--- src/rtl/crc_pkg.sv ---
`default_nettype none
// ----------------------------------------------------------------------------
// Module      : crc_pkg
// Description : Shared types and polynomial constants for the CRC encoder.
// Revision    : 1.0 - initial release
// ----------------------------------------------------------------------------
package crc_pkg;

   // Transaction controller states
   typedef enum logic [1:0] {
      IDLE  = 2'd0,
      SHIFT = 2'd1,
      DONE  = 2'd2
   } state_t;

   // Common generator polynomials, implicit top term omitted
   localparam logic [3:0]  CRC4_ITU    = 4'h3;
   localparam logic [7:0]  CRC8        = 8'h07;
   localparam logic [15:0] CRC16_CCITT = 16'h1021;

endpackage
`default_nettype wire

--- src/rtl/crc_lfsr_core.sv ---
`default_nettype none
// ----------------------------------------------------------------------------
// Module      : crc_lfsr_core
// Description : Serial Galois-form CRC register, one message bit per step.
//               crc_next exposes the value the register takes on the next step.
// Revision    : 1.0 - initial release
// ----------------------------------------------------------------------------
module crc_lfsr_core #(
   parameter int               CRC_W = 4,
   parameter logic [CRC_W-1:0] POLY  = 'h3,
   parameter logic [CRC_W-1:0] INIT  = '0
) (
   input  logic             clk,
   input  logic             rst,
   input  logic             init,
   input  logic             step,
   input  logic             bit_in,
   output logic [CRC_W-1:0] crc,
   output logic [CRC_W-1:0] crc_next
);

   logic [CRC_W-1:0] r_crc;
   logic             w_fb;

   // Feedback combines the outgoing CRC bit with the incoming message bit
   always_comb begin
      w_fb     = r_crc[CRC_W-1] ^ bit_in;
      crc_next = {r_crc[CRC_W-2:0], 1'b0} ^ (w_fb ? POLY : {CRC_W{1'b0}});
   end

   // CRC register: seeded at transaction start, advanced once per step
   always_ff @(posedge clk or negedge rst) begin
      if (!rst) begin
         r_crc <= '0;
      end else if (init) begin
         r_crc <= INIT;
      end else if (step) begin
         r_crc <= crc_next;
      end
   end

   assign crc = r_crc;

endmodule
`default_nettype wire

--- src/rtl/crc_param_encoder.sv ---
`default_nettype none
// ----------------------------------------------------------------------------
// Module      : crc_param_encoder
// Description : Handshaked bit-serial CRC generator/checker. Captures one
//               data word and address, shifts the data MSB-first through the
//               CRC register and returns {data, crc}; in check mode flags a
//               difference against the supplied CRC.
// Revision    : 1.0 - initial release
// ----------------------------------------------------------------------------
module crc_param_encoder
   import crc_pkg::*;
#(
   parameter int               DATA_W = 8,
   parameter int               ADDR_W = 4,
   parameter int               CRC_W  = 4,
   parameter logic [CRC_W-1:0] POLY   = 'h3,
   parameter logic [CRC_W-1:0] INIT   = '0
) (
   input  logic                    clk,
   input  logic                    rst,
   input  logic                    in_valid,
   output logic                    in_ready,
   input  logic [DATA_W-1:0]       in_data,
   input  logic [ADDR_W-1:0]       in_addr,
   input  logic                    in_check,
   input  logic [CRC_W-1:0]        in_crc,
   output logic                    out_valid,
   input  logic                    out_ready,
   output logic [DATA_W+CRC_W-1:0] data_out,
   output logic [ADDR_W-1:0]       addr_out,
   output logic                    crc_err
);

   localparam int c_CNT_W = $clog2(DATA_W) + 1;

   // Reject configurations the serial datapath cannot implement
   if (CRC_W < 2) begin : g_chk_crc_w
      $error("crc_param_encoder: CRC_W must be at least 2");
   end
   if (DATA_W < 1) begin : g_chk_data_w
      $error("crc_param_encoder: DATA_W must be at least 1");
   end
   if (POLY[0] != 1'b1) begin : g_chk_poly
      $error("crc_param_encoder: POLY bit 0 must be set");
   end

   state_t              r_state;
   state_t              w_state_next;
   logic [DATA_W-1:0]   r_shreg;
   logic [DATA_W-1:0]   r_data;
   logic [ADDR_W-1:0]   r_addr;
   logic                r_check;
   logic [CRC_W-1:0]    r_crc_in;
   logic [c_CNT_W-1:0]  r_cnt;
   logic                r_crc_err;
   logic                w_accept;
   logic                w_step;
   logic                w_last;
   logic                w_out_fire;
   logic [CRC_W-1:0]    w_crc;
   logic [CRC_W-1:0]    w_crc_next;

   assign w_accept   = (r_state == IDLE) && in_valid;
   assign w_step     = (r_state == SHIFT);
   assign w_last     = w_step && (r_cnt == '0);
   assign w_out_fire = (r_state == DONE) && out_ready;

   crc_lfsr_core #(
      .CRC_W (CRC_W),
      .POLY  (POLY),
      .INIT  (INIT)
   ) u_lfsr (
      .clk      (clk),
      .rst      (rst),
      .init     (w_accept),
      .step     (w_step),
      .bit_in   (r_shreg[DATA_W-1]),
      .crc      (w_crc),
      .crc_next (w_crc_next)
   );

   // State register
   always_ff @(posedge clk or negedge rst) begin
      if (!rst) begin
         r_state <= IDLE;
      end else begin
         r_state <= w_state_next;
      end
   end

   // Next-state logic; a request seen in DONE waits for the following IDLE
   always_comb begin
      w_state_next = r_state;
      case (r_state)
         IDLE:    if (in_valid)   w_state_next = SHIFT;
         SHIFT:   if (r_cnt == '0) w_state_next = DONE;
         DONE:    if (out_ready)  w_state_next = IDLE;
         default:                 w_state_next = IDLE;
      endcase
   end

   // Handshake outputs decoded from the current state
   always_comb begin
      in_ready  = 1'b0;
      out_valid = 1'b0;
      case (r_state)
         IDLE:    in_ready  = 1'b1;
         DONE:    out_valid = 1'b1;
         default: ;
      endcase
   end

   // Capture registers and bit counter; the shift register feeds the CRC MSB-first
   always_ff @(posedge clk or negedge rst) begin
      if (!rst) begin
         r_shreg  <= '0;
         r_data   <= '0;
         r_addr   <= '0;
         r_check  <= 1'b0;
         r_crc_in <= '0;
         r_cnt    <= '0;
      end else if (w_accept) begin
         r_shreg  <= in_data;
         r_data   <= in_data;
         r_addr   <= in_addr;
         r_check  <= in_check;
         r_crc_in <= in_crc;
         r_cnt    <= c_CNT_W'(DATA_W - 1);
      end else if (w_step) begin
         r_shreg  <= r_shreg << 1;
         if (r_cnt != '0) begin
            r_cnt <= r_cnt - c_CNT_W'(1);
         end
      end
   end

   // Mismatch flag is taken from the final CRC value as DONE is entered
   always_ff @(posedge clk or negedge rst) begin
      if (!rst) begin
         r_crc_err <= 1'b0;
      end else if (w_last) begin
         r_crc_err <= r_check && (w_crc_next != r_crc_in);
      end else if (w_out_fire) begin
         r_crc_err <= 1'b0;
      end
   end

   assign data_out = {r_data, w_crc};
   assign addr_out = r_addr;
   assign crc_err  = r_crc_err;

endmodule
`default_nettype wire

--- config.mk ---
export PLATFORM = sky130hd
export DESIGN_NAME = crc_param_encoder
export DESIGN_NICKNAME = d
export VERILOG_FILES = /design/src/rtl/crc_pkg.sv /design/src/rtl/crc_lfsr_core.sv /design/src/rtl/crc_param_encoder.sv
export SDC_FILE = /design/constraint.sdc
export NUM_CORES = 1
export LEC_CHECK = 0
export CORE_MARGIN = 2
export CORE_UTILIZATION = 51
export CTS_CLUSTER_DIAMETER = 60
export DETAILED_ROUTE_END_ITERATION = 7
export PLACE_DENSITY_LB_ADDON = 0.08
export SKIP_LAST_GASP = 1
export SYNTH_ARGS = -nofsm -noshare
export SYNTH_HDL_FRONTEND = slang
export SYNTH_SLANG_ARGS = --single-unit
export TNS_END_PERCENT = 30
--- constraint.sdc ---
create_clock -name clk -period 2.6 [get_ports clk]
set_input_delay 0.39 -clock clk [delete_from_list [all_inputs] [get_ports clk]]
set_output_delay 0.39 -clock clk [all_outputs]
set_load 0.02 [all_outputs]
==> results of run 1 <==
## cell families (layout without fill, tap and decap cells)
group / count (synthesis) / after routing
buf+inv: 9 / 52
xor+xnor: 7 / 7
fa+ha+maj: 1 / 1
simple gates: 103 / 103
flops: 36 / 36
compound gates: 11 / 11
## area by class of cell
class	instances	area [µm²]	area share, %
inverter	3	11.3	0.567
tap	31	38.8	1.95
clock buffer	8	58.8	2.96
multi-input combinational	122	577	29.0
timing repair buffer	41	400	20.2
sequential	36	901	45.3
## where the power goes
group	switching (mW)	leakage (nW)	internal (mW)	total, mW
Sequential	0.178	0.447	0.818	0.996
Clock	0.173	0.0326	0.133	0.306
Combinational	0.629	0.514	0.511	1.14
Total	0.979	0.993	1.46	2.44
## cell usage after synthesis, drive strengths merged
| cell type | instances |
|---|---|
| nor2 | 4 |
| nor2b | 2 |
| a22oi | 2 |
| nand2b | 1 |
| nor3b | 1 |
| o22ai | 1 |
| nand2 | 84 |
| ha | 1 |
| o211ai | 1 |
| or3b | 1 |
| inv | 3 |
| a31oi | 1 |
| a31o | 1 |
| or3 | 1 |
| a211oi | 1 |
| nand3 | 8 |
| clkbuf | 2 |
| nor3 | 1 |
| buf | 4 |
| a21o | 1 |
| o21ai | 3 |
| dfrtp | 36 |
| xor2 | 6 |
| xnor2 | 1 |
## path summary, 6_finish.rpt
check | start | to | slack [ps] | cells past startpoint
worst max-delay path | r_state[1] | out_valid | 600 | 2
worst min-delay path | rst | u_lfsr.crc[1] | 130 | 1
worst max register to register | r_cnt[0] | r_cnt[0] | 1020 | 6
worst min register to register | r_data[1] | r_data[1] | 480 | 2
max in group asynchronous | rst | r_data[4] | 1990 | 1
min in group clk | r_data[1] | r_data[1] | 480 | 2
## per-stage QoR
stage	instances	area (µm²)	util [%]
after floorplan	167	1520	-
after CTS	241	1990	71.4
after global routing	241	1990	71.4
final	241	1990	71.4
after global placement	233	1930	69.3
after detailed placement	233	1930	69.3
## cells in the final DEF, fill, tap and decap left out
cell type | Yosys | final
inv_1 | 3 | 3
clkbuf_8 | 0 | 1
clkbuf_4 | 0 | 5
or3_1 | 1 | 1
clkbuf_1 | 2 | 2
nand2b_1 | 1 | 1
dfrtp_1 | 36 | 36
a31oi_1 | 1 | 1
nor3b_2 | 1 | 1
xnor2_1 | 1 | 1
nor3_1 | 1 | 1
nand2_1 | 84 | 84
a211oi_2 | 1 | 1
o21ai_1 | 3 | 3
o211ai_1 | 1 | 1
a21o_1 | 1 | 1
ha_1 | 1 | 1
nand3_1 | 8 | 8
nor2b_1 | 2 | 2
nor2_2 | 1 | 1
a31o_1 | 1 | 1
clkdlybuf4s50_1 | 0 | 38
buf_2 | 4 | 1
buf_4 | 0 | 2
or3b_1 | 1 | 1
nor2_1 | 3 | 3
o22ai_1 | 1 | 1
xor2_1 | 6 | 6
a22oi_1 | 2 | 2
## per-layer routing
metal  up-vias  GRT usage, %
met2        40          32.4
met5         -             0
met4         0          6.98
met1       564          25.7
met3         5          6.59
li1        615             -
## registers in the layout, summed over array words and instances (netlist names)
register / count
r_cnt: 4
crc_err: 1
r_state: 2
r_check: 1
r_data: 8
r_crc_in: 4
addr_out: 4
u_lfsr.crc: 4
r_shreg: 8
## worst register-to-register path, cell delays in order, from the launching register on
cell	delay (ps)
dfrtp_1	390
inv_1	90
ha_1	190
or3b_1	400
nand2_1	160
xnor2_1	130
nand2_1	70
==> qor.yml, run 1 <==
status:
  status: "finished clean"
layout:
  nets: 231
  fill_cells: 232
  drive_above_1_share_pct: 5.71
  area_delta_synth_final_pct: 31.0
  n_antenna_cell: 0
logic_synthesis:
  yosys_warnings: 0
  synth-compound-area-share_pct: 5.20
  synth_xor_area_share_pct: 4.04
  synth_top_area_cell: "dfrtp_1"
  synth_top_cell_area_share_pct: 59.4
  ys_ff_latch: 36
  synth_seq_area_share_pct: 59.4
  synth.distinct_cells: 25
  syn_inst: 167
  synth.mux.area_fraction_pct: 0
  syn-num-nets: 189
  synth_fa_ha_area_share_pct: 0.825
  synth_top_family_by_area: "simple AND/OR/NAND/NOR gates"
  synth_area_um2: 1520
  synth_area_leaders: "dfrtp_1, nand2_1, xor2_1, nand3_1, buf_2"
  synth-simple-area-share_pct: 28.0
  syn-mean-instance-area_um2: 9.08
floorplan:
  core-area_um2: 2780
  die_w_um: 58.5
  die_area_um2: 3430
  io_pins: 40
  rows: 19
  floorplan.initialDensity_pct: 54.5
  die_y_um: 58.5
timing:
  rsz0062_at_grt: "no"
  hold_viol: 0
  fin_crit_sh_pct: 76.9
  tightest_slew_ps: 775
  maxSlewHeadroom_pct: 48.4
  setup_slack_ps: 600
  min_period_ps: 2000
  fin_worst_skew_ps: 8.96
  slew_violations: 0
  hold_ws_ps: 126
  setup-tns-final_ps: 0
  setup_viol: 0
  max_freq_mhz: 500
cts:
  clk_pin_slew_ps: 110
  post_cts_buffers: 0
  cts_resized: 0
  clock_sinks: 36
  root_buffer: "clkbuf_4"
  clockBufferDepth: 2
  tritoncts: "yes"
  cts_hold_buffers: 0
  htreeDepth: 2
  clock_latency_ps: 330
  cts-buffers-inserted: 5
global_routing:
  grt_max_degree: 37
  antenna_found_initial: 0
  grt-ovfl-total: 0
  grt_pass1_wl_um: 5110
  grt_pass1_vias: 1175
  grt_usage_pct: 20.2
placement:
  hpwl_um: 2210
  dp_slack_ps: 795
  numPortBuffers: 39
  gp_congestion: 0.769
worst_setup_path:
  cp-end-kind: "primary output"
  crit_family: "buffers and inverters"
  crit_chain: "nor2b_1, clkdlybuf4s50_1"
  path_buf_inv: 1
  crit_type: "flip-flop to primary output"
  critical_path.slowest_cell: "clkdlybuf4s50_1"
  arrival_ps: 1610
  startpoint_type: "flip-flop"
  cp_max_fo: 5
  cp.required_ps: 2210
  max_stage_delay_ps: 630
detailed_routing:
  viasPerCell: 5.08
  wl_met1_um: 1310
  routed_wl_um: 3030
  num_vias: 1224
  wl_per_cell_um: 12.6
  drc: 0
  antenna_left: 0
  dr_wl_met2_um: 1460
  wl_met3_um: 220
  drtPass1Iterations: 4
  top_layer_used: "met4"
  drt-initial-drc-count: 43
power_and_ir_drop:
  power_mw: 2.44
  p_leak_nw: 0.993
  power_density_nw_per_um2: 1230
  ir_drop_mv: 0.912
hold_path:
  hold_path.class: "input pin to async pin"
flow_run:
  drv_cap: 0
No activity file was read; power rests on OpenSTA's default activity.
==> inputs of run 2 (changes only) <==
--- a/config.mk
+++ b/config.mk
@@ -6,7 +6,7 @@
 export NUM_CORES = 1
 export LEC_CHECK = 0
 export CORE_MARGIN = 2
-export CORE_UTILIZATION = 51
+export CORE_UTILIZATION = 47
 export CTS_CLUSTER_DIAMETER = 60
 export DETAILED_ROUTE_END_ITERATION = 7
 export PLACE_DENSITY_LB_ADDON = 0.08
==> constraint.sdc (replaced) <==
create_clock -name clk -period 1.96 [get_ports clk]
set_input_delay 0.294 -clock clk [delete_from_list [all_inputs] [get_ports clk]]
set_output_delay 0.294 -clock clk [all_outputs]
set_load 0.02 [all_outputs]
==> run 2 against run 1 <==
Effect of this change: core utilization shrank 5.0 points; highest routed layer unchanged; largest cell class unchanged; wire length rose by 6.0%; non-clock buffer count up 3; global-route usage is 0.85 points higher; power is 34% higher; clock power increased by 34%; critical path type unchanged; sequential power up 33%; sequential share of layout area fell by 0.92 points; clock-buffer cell count is the same; critical endpoint is now in_ready; combinational power up 36%; first-iteration DRC count shrank 19%; critical path depth unchanged.
==> qor.yml, run 2 (synthesis results as in run 1) <==
flow_run:
  drv_cap: 0  # unchanged
global_routing:
  grt_pass1_vias: 1250  # +6.4%
  grt_use_met1_pct: 25.1  # -0.63 points
  grtUsageMet2_pct: 34.1  # +1.7 points
  antenna_found_initial: 0  # unchanged
  grt_pass1_wl_um: 5600  # +9.6%
  grt_max_degree: 37  # unchanged
  busiest_layer: "met2"
  grtUsageMet3_pct: 8.96  # +2.4 points
  grt_usage_pct: 21.0  # +0.85 points
  grt-ovfl-total: 0  # unchanged
detailed_routing:
  num_vias: 1245  # +1.7%
  viasPerCell: 4.84  # -4.6%
  drc: 0  # unchanged
  routed_wl_um: 3210  # +6.0%
  wl_per_cell_um: 12.5  # -0.63%
  drt-initial-drc-count: 35  # -19%
  drtPass1Iterations: 4  # unchanged
  antenna_left: 0  # unchanged
worst_setup_path:
  startpoint_type: "flip-flop"
  arrival_ps: 1560  # -50 ps
  cp-end-kind: "primary output"
  crit_type: "flip-flop to primary output"
  cp_max_fo: 5  # unchanged
  cp.required_ps: 1670  # -540 ps
power_and_ir_drop:
  p_leak_nw: 1.03  # +3.4%
  power_density_nw_per_um2: 1620  # +31%
  ir_drop_mv: 0.782  # -14%
floorplan:
  floorplan.initialDensity_pct: 49.7  # -4.8 points
  io_pins: 40  # unchanged
  die_w_um: 60.8  # +3.9%
  die_area_um2: 3700  # +7.9%
  die_y_um: 60.8  # +3.9%
  core-area_um2: 3050  # +9.8%
  rows: 20  # +1
layout:
  fill_cells: 289  # +25%
  layout_commonest_cell: "nand2_1"
  drive_above_1_share_pct: 7.04  # +1.3 points
  n_antenna_cell: 0  # unchanged
  layout_common_cells: "nand2_1, clkdlybuf4s50_1, dfrtp_1"
  area_delta_synth_final_pct: 33.7
  nets: 234  # +1.3%
  largest_registers: "r_data x8, r_shreg x8"
  final_cells: 257  # +6.6%
cts:
  clk_pin_slew_ps: 100  # about the same
  htreeDepth: 2  # unchanged
  clockBufferDepth: 2  # unchanged
  cts_hold_buffers: 0  # unchanged
  tritoncts: "yes"
  clock_latency_ps: 330  # about the same
  cts-buffers-inserted: 5  # unchanged
  root_buffer: "clkbuf_4"
  clock_sinks: 36  # unchanged
hold_path:
  hold_path.class: "input pin to async pin"
timing:
  max_freq_mhz: 539
  fin_crit_sh_pct: 94.6
  setup-tns-final_ps: 0  # unchanged
  fin_worst_skew_ps: 6.79  # -2.17 ps
  setup_viol: 0  # unchanged
  min_period_ps: 1850
  maxSlewHeadroom_pct: 47.5  # -0.84 points
  slew_violations: 0  # unchanged
  hold_viol: 0  # unchanged
  rsz0062_at_grt: "no"
  tightest_slew_ps: 787  # +12.6 ps
status:
  status: "finished clean"
placement:
  dp.cells: 249  # +6.9%
  gp_congestion: 0.713  # -7.3%
  hpwl_um: 2320  # +4.8%
  numPortBuffers: 39  # unchanged
-- run 2: through the flow --
stage               power (mW)  util [%]  cell area [µm²]  setup slack (ps)  hold slack, ps
floorplan                 2.25         -             1520               509           -1.59
global placement          2.82      64.4             1970               387             411
detailed placement        2.89      64.4             1970               319             428
CTS                       3.31      66.4             2030              27.0            54.6
global route              3.58      66.4             2030              24.7            66.4
finish                    3.28      66.4             2030               106            28.4
-- run 2: worst max-delay path, stage by stage (launching register included) --
cell	delay [ps]
dfrtp_1	430
nor2_1	160
clkdlybuf4s50_1	630
-- run 2: worst paths after layout --
| check | from | end | slack (ps) | depth (start not counted) |
|---|---|---|---|---|
| max in group asynchronous | rst | r_data[5] | 1430 | 1 |
| max | r_state[1] | in_ready | 110 | 2 |
| min in group clk | in_addr[3] | addr_out[3] | 480 | 3 |
| max reg2reg | r_state[0] | r_shreg[1] | 420 | 5 |
| min | rst | r_check | 30 | 1 |
| min reg2reg | r_data[3] | r_data[3] | 490 | 2 |
-- run 2: repair_timing --
action                                  in CTS  in global routing
setup buffers                                0                  0
endpoints found under the setup margin       0                  1
gates resized for setup                      0                  1
-- run 2: where the power goes --
group | switching [mW] | total, mW | internal, mW | leakage [nW]
combinational | 0.851 | 1.55 | 0.697 | 0.547
clock | 0.232 | 0.409 | 0.177 | 0.0326
sequential | 0.234 | 1.32 | 1.09 | 0.447
-- run 2: per-layer routing --
layer,vias up,share of wire [%],wire length (µm)
li1,618,-,-
met1,581,44,1400
met2,38,48,1530
met3,8,7.1,229
met4,0,1.6,53
met5,-,0,0
-- run 2: cell type report --
class / count / area [µm²] / share of cell area, %
flip-flops and latches: 36 / 901 / 44.4
multi-input cells: 122 / 577 / 28.4
repair buffers: 44 / 425 / 21.0
clock buffers: 8 / 58.8 / 2.90
well taps: 44 / 55.1 / 2.71
inverters: 3 / 11.3 / 0.555
==> patch 1: new RTL, settings of run 2 <==
The 3 states of `state_t` get a one-hot encoding in 3 bits.
--- a/src/rtl/crc_pkg.sv
+++ b/src/rtl/crc_pkg.sv
@@ -8,8 +8,8 @@
 
    // Transaction controller states
-   typedef enum logic [1:0] {
-      IDLE  = 2'd0,
-      SHIFT = 2'd1,
-      DONE  = 2'd2
+   typedef enum logic [2:0] {
+      IDLE  = 3'b001,
+      SHIFT = 3'b010,
+      DONE  = 3'b100
    } state_t;
 
Check against the original RTL: same outputs for any inputs over 10 cycles, from zero or initial values and one cycle with rst low; not proved beyond that.
==> patch 1 against run 2 <==
  * Maximum frequency grew 4.4%
  * Cell area is 4.6% higher
  * Power is 6.8% lower
  * Sequential cell count up 1
  * Worst setup slack improved by 0.078 ns
  * Via count fell by 1.1%
  * Wire length is 0.34% higher
  * Area after synthesis up 7.8%
==> patch 1: results (changes against run 2) <==
Power
  – Power Clock: 0.383 mW (was 0.409 mW)
  – Pleak: 1.02 nW (was 1.03 nW)
  – Switching Share: 0.392 (was 0.402)
  – Worst VDD drop: 0.000749 V (was 0.000782 V)

Route
  – Wirelength per Cell: 12.7 um (was 12.5 um)
  – WL met2: 1630 um (was 1530 um)
  – Vias/cell: 4.85 (was 4.84)
  – Drt total wl: 3220 um (was 3210 um)
  – Number of DRC markers in iteration 0: 72 (was 35)
  – WL met1: 1400 um (about the same)
  – Metal3 WL: 117 um (was 229 um)

Global routing
  – Largest net degree at the start of global routing: 38 (was 37)
  – GRT Total Usage: 0.184 (was 0.210)
  – Vias in the first global route: 1230 (was 1250)
  – Met2 GRT Util: 0.314 (was 0.341)
  – First-pass GRT wire length: 5660 um (was 5600 um)
  – M3 GR Usage: 0.0432 (was 0.0896)

Worst setup path
  – R2r endpoint: r_shreg[0] (was r_shreg[1])
  – Reg2Reg Depth: 4 (was 5)
  – CP Launch Type: register (unchanged)
  – Reg2reg start: r_state[0] (unchanged)
  – WP data arrival: 1.48 ns (was 1.56 ns)
  – Max FO, Critical Path: 7 (was 5)
  – CP peak stage delay: 0.61 ns (was 0.63 ns)
  – CP top delay family: flip-flops (was buffers and inverters)
  – Slowest-stage cell, CP: dfstp_2 (was clkdlybuf4s50_1)
  – Reg2Reg Setup Slack: 0.30 ns (was 0.42 ns)

Timing
  – Final Critical Period: 1.78 ns (was 1.85 ns)
  – Headroom to the max-slew limit: 0.466 (was 0.475)
  – Worst Clk Skew: 0.0109 ns (was 0.00679 ns)
  – Hold WS: 0.0280 ns (was 0.0284 ns)

Synthesis
  – Synthesized instance count: 166 (was 167)
  – Largest cells by area after synthesis: dfrtp_1 55%, nand2_1 14%, mux2i_1 5.5%, xor2_1 2.7%, o21ai_1 2.1% (was dfrtp_1 59%, nand2_1 21%, xor2_1 3.5%, nand3_1 2.6%, buf_2 1.3%)
  – Fraction of registers with async set/reset: 1.00 (unchanged)
  – Ys flop type: dfrtp_1 (unchanged)
  – Seq/Total Area, Yosys: 0.567 (was 0.594)
  – Top cells by count, synth: 59 x nand2_1, 36 x dfrtp_1, 9 x mux2i_1, 8 x nor2_1, 7 x o21ai_1 (was 84 x nand2_1, 36 x dfrtp_1, 8 x nand3_1, 6 x xor2_1, 4 x buf_2)
  – Post-synthesis cell type count: 29 (was 25)
  – Syn_nets: 189 (unchanged)

Placement
  – Gpl congestion: 0.705 (was 0.713)
  – Placed Area: 2060 um^2 (was 1970 um^2)
  – Dpl cells: 246 (was 249)
  – Hpwl dp: 2250 um (was 2320 um)

Run status
  – Status: completed (unchanged)

Finish
  – Share of layout cells above drive strength 1: 0.0817 (was 0.0704)
  – Final #Nets: 230 (was 234)
  – Synth-to-layout area growth: 29.7% (was 33.7%)
  – FILL cells: 306 (was 289)

Clock network
  – Clock transition at the registers of the reported paths: 0.11 ns
  – Post-cts repair resize count: 2 (was 0)
patch 1: changes by cell type after synthesis, moves of 4 or more:
cell | run 2 | this run
mux2i_1 | 0 | 9
o21ai_1 | 3 | 7
nand3_1 | 8 | 3
nor2_1 | 3 | 8
a21oi_1 | 0 | 4
nand2_1 | 84 | 59
patch 1: kinds of logic (layout without fill, tap and decap cells):
family          count (synthesis)  count (layout)  synth area share
simple gates                   84              84             0.229
flops                          37              37             0.567
compound gates                 15              15            0.0520
buf+inv                        11              53            0.0390
mux                             9               9            0.0551
xor+xnor                        8               8            0.0428
fa+ha+maj                       2               2            0.0153
patch 1: cell type report:
type	instances	share of cell area
Sequential cell	37	0.437
Tap cell	46	0.0271
Clock buffer	6	0.0195
Clock inverter	2	0.00472
Multi-Input combinational cell	118	0.307
Inverter	3	0.00531
Timing Repair Buffer	42	0.199
==> patch 2: new RTL, config.mk and constraints of run 2 <==
Without the edit above. `DATA_W`: 8 -> 16.
--- a/src/rtl/crc_param_encoder.sv
+++ b/src/rtl/crc_param_encoder.sv
@@ -11,5 +11,5 @@
    import crc_pkg::*;
 #(
-   parameter int               DATA_W = 8,
+   parameter int               DATA_W = 16,
    parameter int               ADDR_W = 4,
    parameter int               CRC_W  = 4,
Ports: changed (resized data_out and in_data); port bits go from 40 to 56. The function was not compared with the original's and may differ.
==> patch 2 against run 2 <==
  * Global-route usage down 3.1 points
  * Cell area up 43%
  * Critical path depth unchanged
  * Worst setup slack better by 0.028 ns
  * Register-to-register slack worse by 0.15 ns
  * Area after synthesis up 45%
  * Count of clock-buffer cells in the layout down 1
  * Sequential cell count up 17
  * Core utilization down 0.53 points
  * Clock power up 48%
  * Synthesized cell count up 33%
  * Wire length up 31%
  * First-iteration DRC count up 150%
  * Power up 34%
  * Critical path type unchanged
  * Critical endpoint is now out_valid
  * Highest routed layer unchanged
==> patch 2: results (changes against run 2) <==
Finish
  – Fin cells: 330 (was 257)
  – Share of layout cells above drive strength 1: 0.0540 (was 0.0704)
  – Biggest regs: r_data x16, r_shreg x16, r_cnt x5 (was r_data x8, r_shreg x8)
  – FILL cells: 352 (was 289)
  – Final #Nets: 308 (was 234)
  – Design Area, Final: 2910 um^2 (was 2030 um^2)

Worst setup path
  – Critical Path End: out_valid (was in_ready)
  – Reg2Reg Depth: 6 (was 5)
  – R2r endpoint: r_cnt[3] (was r_shreg[1])
  – Reg2reg start: r_cnt[0] (was r_state[0])
  – Setup crit start: r_state[0] (was r_state[1])
  – WP data arrival: 1.53 ns (was 1.56 ns)
  – Reg2Reg Setup Slack: 0.27 ns (was 0.42 ns)

Global routing
  – Largest net degree at the start of global routing: 54 (was 37)
  – Vias in the first global route: 1601 (was 1250)
  – First-pass GRT wire length: 7340 um (was 5600 um)
  – GRT Total Usage: 0.179 (was 0.210)

Clock network
  – Worst-Skew Late Latency: 0.30 ns (was 0.33 ns)
  – CTS root buf: clkbuf_8 (was clkbuf_4)

Placement
  – Placed Area: 2810 um^2 (was 1970 um^2)
  – Gpl congestion: 0.690 (was 0.713)
  – Dpl cells: 322 (was 249)
  – Port bufs: 55 (was 39)
  – Hpwl dp: 2700 um (was 2320 um)
  – Pre-CTS WS: 0.279 ns (was 0.319 ns)

Synthesis
  – Post-synthesis cell type count: 27 (was 25)
  – Top cells by count, synth: 92 x nand2_1, 53 x dfrtp_1, 18 x o21ai_0, 16 x mux2i_1, 6 x buf_2 (was 84 x nand2_1, 36 x dfrtp_1, 8 x nand3_1, 6 x xor2_1, 4 x buf_2)
  – Synthesized area per cell: 9.89 um^2 (was 9.08 um^2)
  – Syn_nets: 252 (was 189)
  – Seq/Total Area, Yosys: 0.604 (was 0.594)

Route
  – Vias/cell: 4.96 (was 4.84)
  – Number of DRC markers in iteration 0: 87 (was 35)
  – WL met1: 2060 um (was 1400 um)
  – Metal3 WL: 256 um (was 229 um)

Timing
  – Worst Clk Skew: 0.00877 ns (was 0.00679 ns)
  – Setup ws final: 0.135 ns (was 0.106 ns)
  – Worst slew pin tran: 0.411 ns (was 0.787 ns)

Min path
  – Hold Path Class: register to register (was input port to async pin)

Power
  – Worst VDD drop: 0.000762 V (was 0.000782 V)

Run status
  – Status: completed (unchanged)
-- patch 2: cell types whose count changed after synthesis, sizes merged, moves of 2 or more --
cell / delta
dfrtp: +17
a22oi: -2
clkbuf: +3
o21ai: +15
buf: +2
nand3: -5
mux2i: +16
nand2: +9
-- patch 2: worst min-delay path, stage by stage (launching register included) --
cell and delay [ns]:
dfrtp_1 0.35, nand2_1 0.05, nand2_1 0.05
-- patch 2: worst min path at each step --
stage | endpoint | slack (ns) | from | depth (start not counted)
CTS | r_data[0] | 0.48 | r_data[0] | 2
global placement | addr_out[2] | 0.31 | rst | 2
finish | r_data[5] | 0.48 | r_data[5] | 2
global route | addr_out[2] | 0.51 | addr_out[2] | 2
detailed placement | addr_out[2] | 0.31 | rst | 2
floorplan | addr_out[0] | -0.002 | rst | 0
-- patch 2: logic make-up after synthesis --
kind of cell             share of synthesized area
multiplexers                                0.0729
AND/OR/NAND/NOR                              0.202
XOR/XNOR                                    0.0239
AO/OA/AOI/OAI                               0.0638
flip-flops                                   0.604
adder cells (fa/ha/maj)                    0.00570
buffers and inverters                       0.0274
-- patch 2: what timing repair did --
item	4_1_cts	5_1_grt
setup endpoints to repair	0	0
hold buffers	1	0
endpoints found under the hold margin	53	0
buffers inserted	0	0
-- patch 2: per-layer routing --
layer	vias to the layer above	global-route usage
met5	-	0
met1	759	0.258
met2	44	0.269
met3	6	0.0486
li1	829	-
met4	0	0.0503
-- patch 2: power breakdown --
part	total (mW)	switching, mW	internal, mW
Sequential	1.86	0.290	1.57
Clock	0.606	0.325	0.281
Combinational	1.93	1.01	0.915
Total	4.39	1.63	2.76
-- patch 2: cell type report --
class,count,share of cell area
multi-input combinational,155,0.278
timing repair buffer,60,0.210
tap,52,0.0224
sequential,53,0.456
inverter,3,0.00387
clock buffer,7,0.0297
